$ cat src/rtl/serial_full_adder.sv
// Digit-serial adder/subtractor: DIGIT full-adder cells rippled per clock, LSB first,
// with a start/busy/done handshake and registered sum/cout/ovf.

module sfa_cell (
   input  logic i_a,
   input  logic i_b,
   input  logic i_c,
   output logic o_s,
   output logic o_c
);
   assign o_s = i_a ^ i_b ^ i_c;
   assign o_c = (i_a & i_b) | (i_a & i_c) | (i_b & i_c);
endmodule

module serial_full_adder #(
   parameter int WIDTH = 8,
   parameter int DIGIT = 1
) (
   input  logic             clk,
   input  logic             rst_n,
   input  logic             start,
   input  logic             sub,
   input  logic [WIDTH-1:0] a,
   input  logic [WIDTH-1:0] b,
   input  logic             cin,
   output logic             busy,
   output logic             done,
   output logic [WIDTH-1:0] sum,
   output logic             cout,
   output logic             ovf
);
   localparam int STEPS = WIDTH / DIGIT;
   localparam int CNT_W = (STEPS > 1) ? $clog2(STEPS) : 1;
   localparam logic [CNT_W-1:0] LAST = CNT_W'(STEPS - 1);

   typedef enum logic [1:0] {S_IDLE, S_RUN, S_DONE} state_t;

   state_t           r_state;
   logic [WIDTH-1:0] r_a;
   logic [WIDTH-1:0] r_b;
   logic             r_carry;
   logic [CNT_W-1:0] r_cnt;
   logic             r_busy;
   logic             r_done;
   logic [WIDTH-1:0] r_sum;
   logic             r_cout;
   logic             r_ovf;

   logic [DIGIT:0]   w_c;
   logic [DIGIT-1:0] w_dsum;
   logic [WIDTH-1:0] w_a_next;

   assign w_c[0] = r_carry;

   for (genvar gi = 0; gi < DIGIT; gi++) begin : g_cell
      sfa_cell u_cell (
         .i_a (r_a[gi]),
         .i_b (r_b[gi]),
         .i_c (w_c[gi]),
         .o_s (w_dsum[gi]),
         .o_c (w_c[gi+1])
      );
   end

   // Operand A doubles as the result register: consumed bits leave at the LSB end
   // while freshly computed digits enter at the MSB end.
   if (DIGIT == WIDTH) begin : g_whole
      assign w_a_next = w_dsum;
   end else begin : g_shift
      assign w_a_next = {w_dsum, r_a[WIDTH-1:DIGIT]};
   end

   always_ff @(posedge clk or negedge rst_n) begin
      if (!rst_n) begin
         r_state <= S_IDLE;
         r_a     <= '0;
         r_b     <= '0;
         r_carry <= 1'b0;
         r_cnt   <= '0;
         r_busy  <= 1'b0;
         r_done  <= 1'b0;
         r_sum   <= '0;
         r_cout  <= 1'b0;
         r_ovf   <= 1'b0;
      end else begin
         r_done <= 1'b0;
         case (r_state)
            S_IDLE: begin
               if (start) begin
                  r_a     <= a;
                  r_b     <= sub ? ~b : b;
                  r_carry <= sub ? 1'b1 : cin;
                  r_cnt   <= '0;
                  r_busy  <= 1'b1;
                  r_state <= S_RUN;
               end
            end
            S_RUN: begin
               r_a     <= w_a_next;
               r_b     <= r_b >> DIGIT;
               r_carry <= w_c[DIGIT];
               r_cnt   <= r_cnt + CNT_W'(1);
               if (r_cnt == LAST) begin
                  r_sum   <= w_a_next;
                  r_cout  <= w_c[DIGIT];
                  r_ovf   <= w_c[DIGIT] ^ w_c[DIGIT-1];
                  r_busy  <= 1'b0;
                  r_done  <= 1'b1;
                  r_state <= S_DONE;
               end
            end
            S_DONE: begin
               r_state <= S_IDLE;
            end
            default: begin
               r_state <= S_IDLE;
            end
         endcase
      end
   end

   assign busy = r_busy;
   assign done = r_done;
   assign sum  = r_sum;
   assign cout = r_cout;
   assign ovf  = r_ovf;

endmodule

$ cat config.mk
export PLATFORM = sky130hd
export DESIGN_NAME = serial_full_adder
export DESIGN_NICKNAME = d
export VERILOG_FILES = /design/src/rtl/serial_full_adder.sv
export SDC_FILE = /design/constraint.sdc
export NUM_CORES = 1
export LEC_CHECK = 0
export CORE_MARGIN = 3
export CORE_UTILIZATION = 40
export DETAILED_ROUTE_END_ITERATION = 6
export GPL_ROUTABILITY_DRIVEN = 0
export GPL_TIMING_DRIVEN = 1
export PLACE_DENSITY_LB_ADDON = 0.2
export SYNTH_ARGS = -nofsm -noshare
export SYNTH_HDL_FRONTEND = slang
export SYNTH_SLANG_ARGS = --single-unit
$ cat constraint.sdc
create_clock -name clk -period 1.94 [get_ports clk]
set_input_delay 0.388 -clock clk [delete_from_list [all_inputs] [get_ports clk]]
set_output_delay 0.388 -clock clk [all_outputs]
set_load 0.03 [all_outputs]
# ---- Word level (Yosys, flattened, before mapping)
# Index checks and enable logic that the tools add are counted.
dict set report op_classes {
  addsub 1
  eq_ne 4
  n_mux 18
  n_bitwise 9
  reduce_logical 6
}
# op n
set op_table {}
lappend op_table {{$pmux 8 s2} 2}
lappend op_table {{$mux 8} 3}
lappend op_table {{$not 8->8} 1}
lappend op_table {{$mux 1} 6}
lappend op_table {{$pmux 3 s2} 1}
lappend op_table {{$reduce_and 2->1} 3}
lappend op_table {{$mux 2} 2}
lappend op_table {{$ne 2x2->1 const B} 2}
lappend op_table {{$pmux 1 s2} 2}
lappend op_table {{$pmux 2 s2} 1}
lappend op_table {{$add 3x1->3 const B} 1}
lappend op_table {{$and 1x1->1} 3}
lappend op_table {{$eq 3x3->1 const B} 1}
lappend op_table {{$mux 3} 1}
lappend op_table {{$reduce_and 3->1} 1}
lappend op_table {{$xor 1x1->1} 3}
lappend op_table {{$eq 2x1->1 const B} 1}
lappend op_table {{$logic_not 2->1} 1}
lappend op_table {{$or 1x1->1} 2}
lappend op_table {{$reduce_bool 2->1} 1}
dict set report word_totals {
  regBits 34
}

# ---- Depth between registers and ports, before layout
# Gate-level depths: netlist of the first run.
dict set report logic_depth {
  ltp_word 4
  ltp_mapped 6
  depth_no_buf 5
}

# ---- Modules after synthesis
# A second synthesis of the first run with hierarchy kept.
dict set report unflattened {
  cells_unflattened 137
  hier_area_um2 1560.2
}
# module instances cells_each area_each_um2 seq_area_each_um2
set modules_own_cells {}
lappend modules_own_cells {serial_full_adder 1 136 1540.2 850.8}
lappend modules_own_cells {sfa_cell 1 1 20.0 0.0}

# ---- Worst setup path after synthesis of the first run
# OpenSTA, ideal clock, no wires.
dict set report synth_timing {
  kind {reg2reg}
  from {reg r_cnt[0]}
  to {reg r_sum[1] (netlist: sum[1])}
  setup_time_ns 0.128
  t_arrival_ns 1.401
  t_required_ns 1.812
  path_slack_ns 0.412
  stages_incl_launch_ff 6
  n_path_buf 1
  cell_sequence {dfrtp_1 -> ha_1 -> ha_1 -> nand3b_4 -> buf_2 -> mux2_1}
}
dict set report synth_via {
  elab_chain_len 2
}
# element line_no
set synth_rtl {}
lappend synth_rtl {{from (decl)} 42} ;# logic [CNT_W-1:0] r_cnt;
lappend synth_rtl {{from (signal assigned)} 102} ;# r_cnt <= r_cnt + CNT_W'(1);
lappend synth_rtl {{$eq 3x3->1} 103} ;# if (r_cnt == LAST) begin
lappend synth_rtl {{$reduce_and 2->1 (no line)} -}
lappend synth_rtl {{to (signal assigned)} 104} ;# r_sum <= w_a_next;
lappend synth_rtl {{to (decl)} 45} ;# logic [WIDTH-1:0] r_sum;
# No other way between the ends.
# A chain may end at the register's enable or synchronous reset.

# ---- Worst setup path after layout of the first run
dict set report layout_timing {
  from {reg r_busy (netlist: busy)}
  to {out busy}
}
# element line_no
set layout_rtl {}
lappend layout_rtl {{from (decl)} 43} ;# logic r_busy;
lappend layout_rtl {{from (signal assigned)} 80} ;# r_busy <= 1'b0;
lappend layout_rtl {{from (signal assigned)} 94} ;# r_busy <= 1'b1;
lappend layout_rtl {{from (signal assigned)} 107} ;# r_busy <= 1'b0;
lappend layout_rtl {{to (decl)} 26} ;# output logic busy,
# No word-level cell between the ends.

==> impl_metrics.py, run 1 <==
metrics = {
    "setup_path": {
        "crit_buf_inv": 1,
        "crit_type": "register to primary output",
        "path_cells": "clkdlybuf4s50_1",
        "rrSetupSlack_ns": 0.42,
        "crit_family": "buffers and inverters",
        "startpoint_type": "register",
        "max_stage_delay_ns": 0.68,
        "crit_arrival_ns": 1.33,
        "r2r_end": "sum[0]",
        "ff2ff_path_depth": 4,
        "worstPathMaxFanout": 3,
        "end_kind": "primary output",
        "regToRegStartpoint": "r_cnt[0]",
        "required_ns": 1.55,
        "critPathSlowestCell": "clkdlybuf4s50_1",
    },
    "route": {
        "drtAntennaViolNets": 0,
        "viasPerCell": 4.982,
        "wl_per_cell_microns": 13.96,
        "vias": 1086,
        "drt_iter0_drc": 64,
        "drt-pass1-iter-count": 4,
        "drc_errors": 0,
        "totalWireLength_microns": 3044,
    },
    "layout": {
        "final_nets": 193,
        "nFillCells": 335,
        "seqCellArea_sq_um": 850.8,
        "multi_input_area_sq_um": 686.9,
        "drive_above_1_share": 0.1529,
        "final_common_cell": "dfrtp_1",
        "diodes": 0,
        "final_cell_mix": "34 x dfrtp_1, 32 x clkdlybuf4s50_1, 21 x nand2_1, 9 x xnor2_1, 9 x o21ai_1",
        "syn2layout_area_growth_pct": 28.89,
    },
    "clocking": {
        "cts.sinks": 34,
        "clockRootBuffer": "clkbuf_8",
        "insertion_delay_ns": 0.28,
        "postCtsHoldBufs": 0,
        "cts_made_buffers": 5,
        "clk_path_buf_depth": 2,
        "cts.repair.resized": 0,
        "postCtsSetupBuffers": 0,
        "h-tree-depth": 2,
        "cts_tree": "done",
        "clk_pin_slew_ns": 0.07,
    },
    "floorplan": {
        "initial_core_util": 0.4275,
        "io-pin-count": 33,
        "dieHeight_microns": 69.72,
        "core_sq_um": 3799,
        "num_rows": 22,
        "dieWidth_microns": 69.72,
        "fp.dieArea_sq_um": 4861,
    },
    "global_route": {
        "grt_max_degree": 35,
        "grt_overflow": 0,
        "grt_pass1_wl_microns": 5485,
        "grt_pass1_vias": 1150,
        "antenna_found_initial": 0,
        "grt_use_total": 0.1391,
    },
    "pwr": {
        "vdd_ir_drop_max_mv": 0.8250,
        "power.leakage_uw": 0.0008894,
        "p_per_area_nw_per_um2": 1567,
    },
    "yosys": {
        "syn_area_sq_um": 1624,
        "ys_ff_latch": 34,
        "synth-seq-area-share": 0.5239,
        "ys.warnings.count": 0,
        "syn_avg_cell_area_sq_um": 12.12,
        "syn_inst": 134,
        "synth_cell_types": 30,
        "synth_nets": 158,
    },
    "timing": {
        "maxSlewViolCount": 0,
        "max_slew_margin": 0.6989,
        "worst_hold_slack_ns": 0.4773,
        "worstMarginPinSlew_ns": 0.4517,
        "rsz0062_at_grt": "no",
        "fin_setup_tns_ns": 0,
        "period_needed_ns": 1.716,
        "clock.fmax_mhz": 582.8,
        "fin_skew_ns": 0.004674,
        "finalCritPeriodShare": 0.8844,
        "finalHoldViolations": 0,
        "setup_viol": 0,
    },
    "hold_path": {
        "whs_path_depth": 2,
        "min_from": "ovf",
        "min_to": "ovf",
        "hold_path.class": "register to register",
    },
    "flow_run": {
        "cap_violations": 0,
    },
    "placed_design": {
        "portBuffers": 32,
        "dp_hpwl_microns": 2145,
    },
    "status": {
        "outcome": "complete, no violations",
    },
}
metrics by stage:
stage	total power, uW	utilization	cells	setup WS, ns	area [sq um]
2_1_floorplan	2260	-	134	0.4118	1624
3_3_place_gp	2654	0.5221	210	0.2463	1983
3_5_place_dp	2704	0.5221	210	0.2024	1983
4_1_cts	3320	0.5511	218	0.2017	2093
5_1_grt	3519	0.5511	218	0.1673	2093
6_report	3280	0.5511	218	0.2242	2093
routing by layer:
layer | GRT usage | up-vias | wire length [microns]
li1 | - | 534 | -
met3 | 0.04058 | 4 | 126
met2 | 0.2172 | 18 | 1441
met4 | 0.04468 | 0 | 39
met1 | 0.1863 | 530 | 1437
met5 | 0 | - | 0
worst max-delay path by stage:
| stage | startpoint | to | slack (ns) | cells past startpoint |
|---|---|---|---|---|
| 2_1_floorplan | r_cnt[0] | sum[1] | 0.41 | 5 |
| 3_3_place_gp | start | r_b[2] | 0.25 | 3 |
| 3_5_place_dp | start | r_b[3] | 0.20 | 3 |
| 4_1_cts | busy | busy | 0.20 | 1 |
| 5_1_grt | busy | busy | 0.17 | 1 |
| 6_report | busy | busy | 0.22 | 1 |
sequential cells by signal, indices dropped and copies added (netlist names):
name     flops
sum          8
r_b          8
r_cnt        3
cout         1
busy         1
r_carry      1
r_a          8
r_state      2
ovf          1
done         1
kinds of logic after synthesis:
group | synth area share
multiplexers | 0.1117
flip-flops | 0.5239
AO/OA/AOI/OAI | 0.1487
XOR/XNOR | 0.04854
AND/OR/NAND/NOR | 0.08630
buffers and inverters | 0.05315
adder cells (fa/ha/maj) | 0.02773
cells in the mapped netlist:
| cell type | n | share of area |
|---|---|---|
| a221o_1 | 1 | 0.0062 |
| nand2b_1 | 1 | 0.0039 |
| ha_1 | 2 | 0.015 |
| a22o_1 | 2 | 0.011 |
| buf_4 | 3 | 0.014 |
| a21oi_1 | 2 | 0.0062 |
| o31ai_1 | 1 | 0.0046 |
| buf_2 | 3 | 0.0092 |
| buf_6 | 3 | 0.021 |
| or3b_1 | 1 | 0.0054 |
| nand3b_4 | 1 | 0.012 |
| mux2_1 | 6 | 0.042 |
| o21ai_1 | 9 | 0.028 |
| mux2i_1 | 8 | 0.049 |
| a22oi_1 | 3 | 0.014 |
| xnor2_1 | 9 | 0.049 |
| o31ai_2 | 1 | 0.0077 |
| o221ai_2 | 3 | 0.028 |
| o21bai_4 | 1 | 0.012 |
| fa_1 | 1 | 0.012 |
| nor2_2 | 1 | 0.0039 |
| dfrtp_1 | 34 | 0.52 |
| nor3_1 | 1 | 0.0031 |
| mux2_2 | 3 | 0.021 |
| inv_1 | 4 | 0.0092 |
| nor2_1 | 2 | 0.0046 |
| nand2_1 | 21 | 0.049 |
| o211ai_2 | 3 | 0.023 |
| o21ai_0 | 3 | 0.0092 |
| and2b_1 | 1 | 0.0046 |
power by group:
group / switching (uW) / leakage (uW) / internal, uW
sequential: 235 / 0.000422 / 1030
combinational: 710 / 0.000410 / 694
clock: 250 / 0.0000575 / 358
total: 1190 / 0.000889 / 2090
tightest hold or removal path, cell delays in order, from the launching register on:
cell and delay (ns):
dfrtp_1 0.34, nand2_1 0.04, o21ai_0 0.06
area by class of cell:
class | count | share of cell area
clock buffers | 8 | 0.05260
inverters | 4 | 0.007173
multi-input cells | 87 | 0.3282
flip-flops and latches | 34 | 0.4065
well taps | 48 | 0.02869
repair buffers | 37 | 0.1769
No activity file was read; power rests on OpenSTA's default activity.
==> run 2, diff against run 1 <==
Settings changed: HOLD_SLACK_MARGIN from default to 0.02.
==> results of run 2 <==
The final DEF is identical to that of run 1; final timing and power are the same.
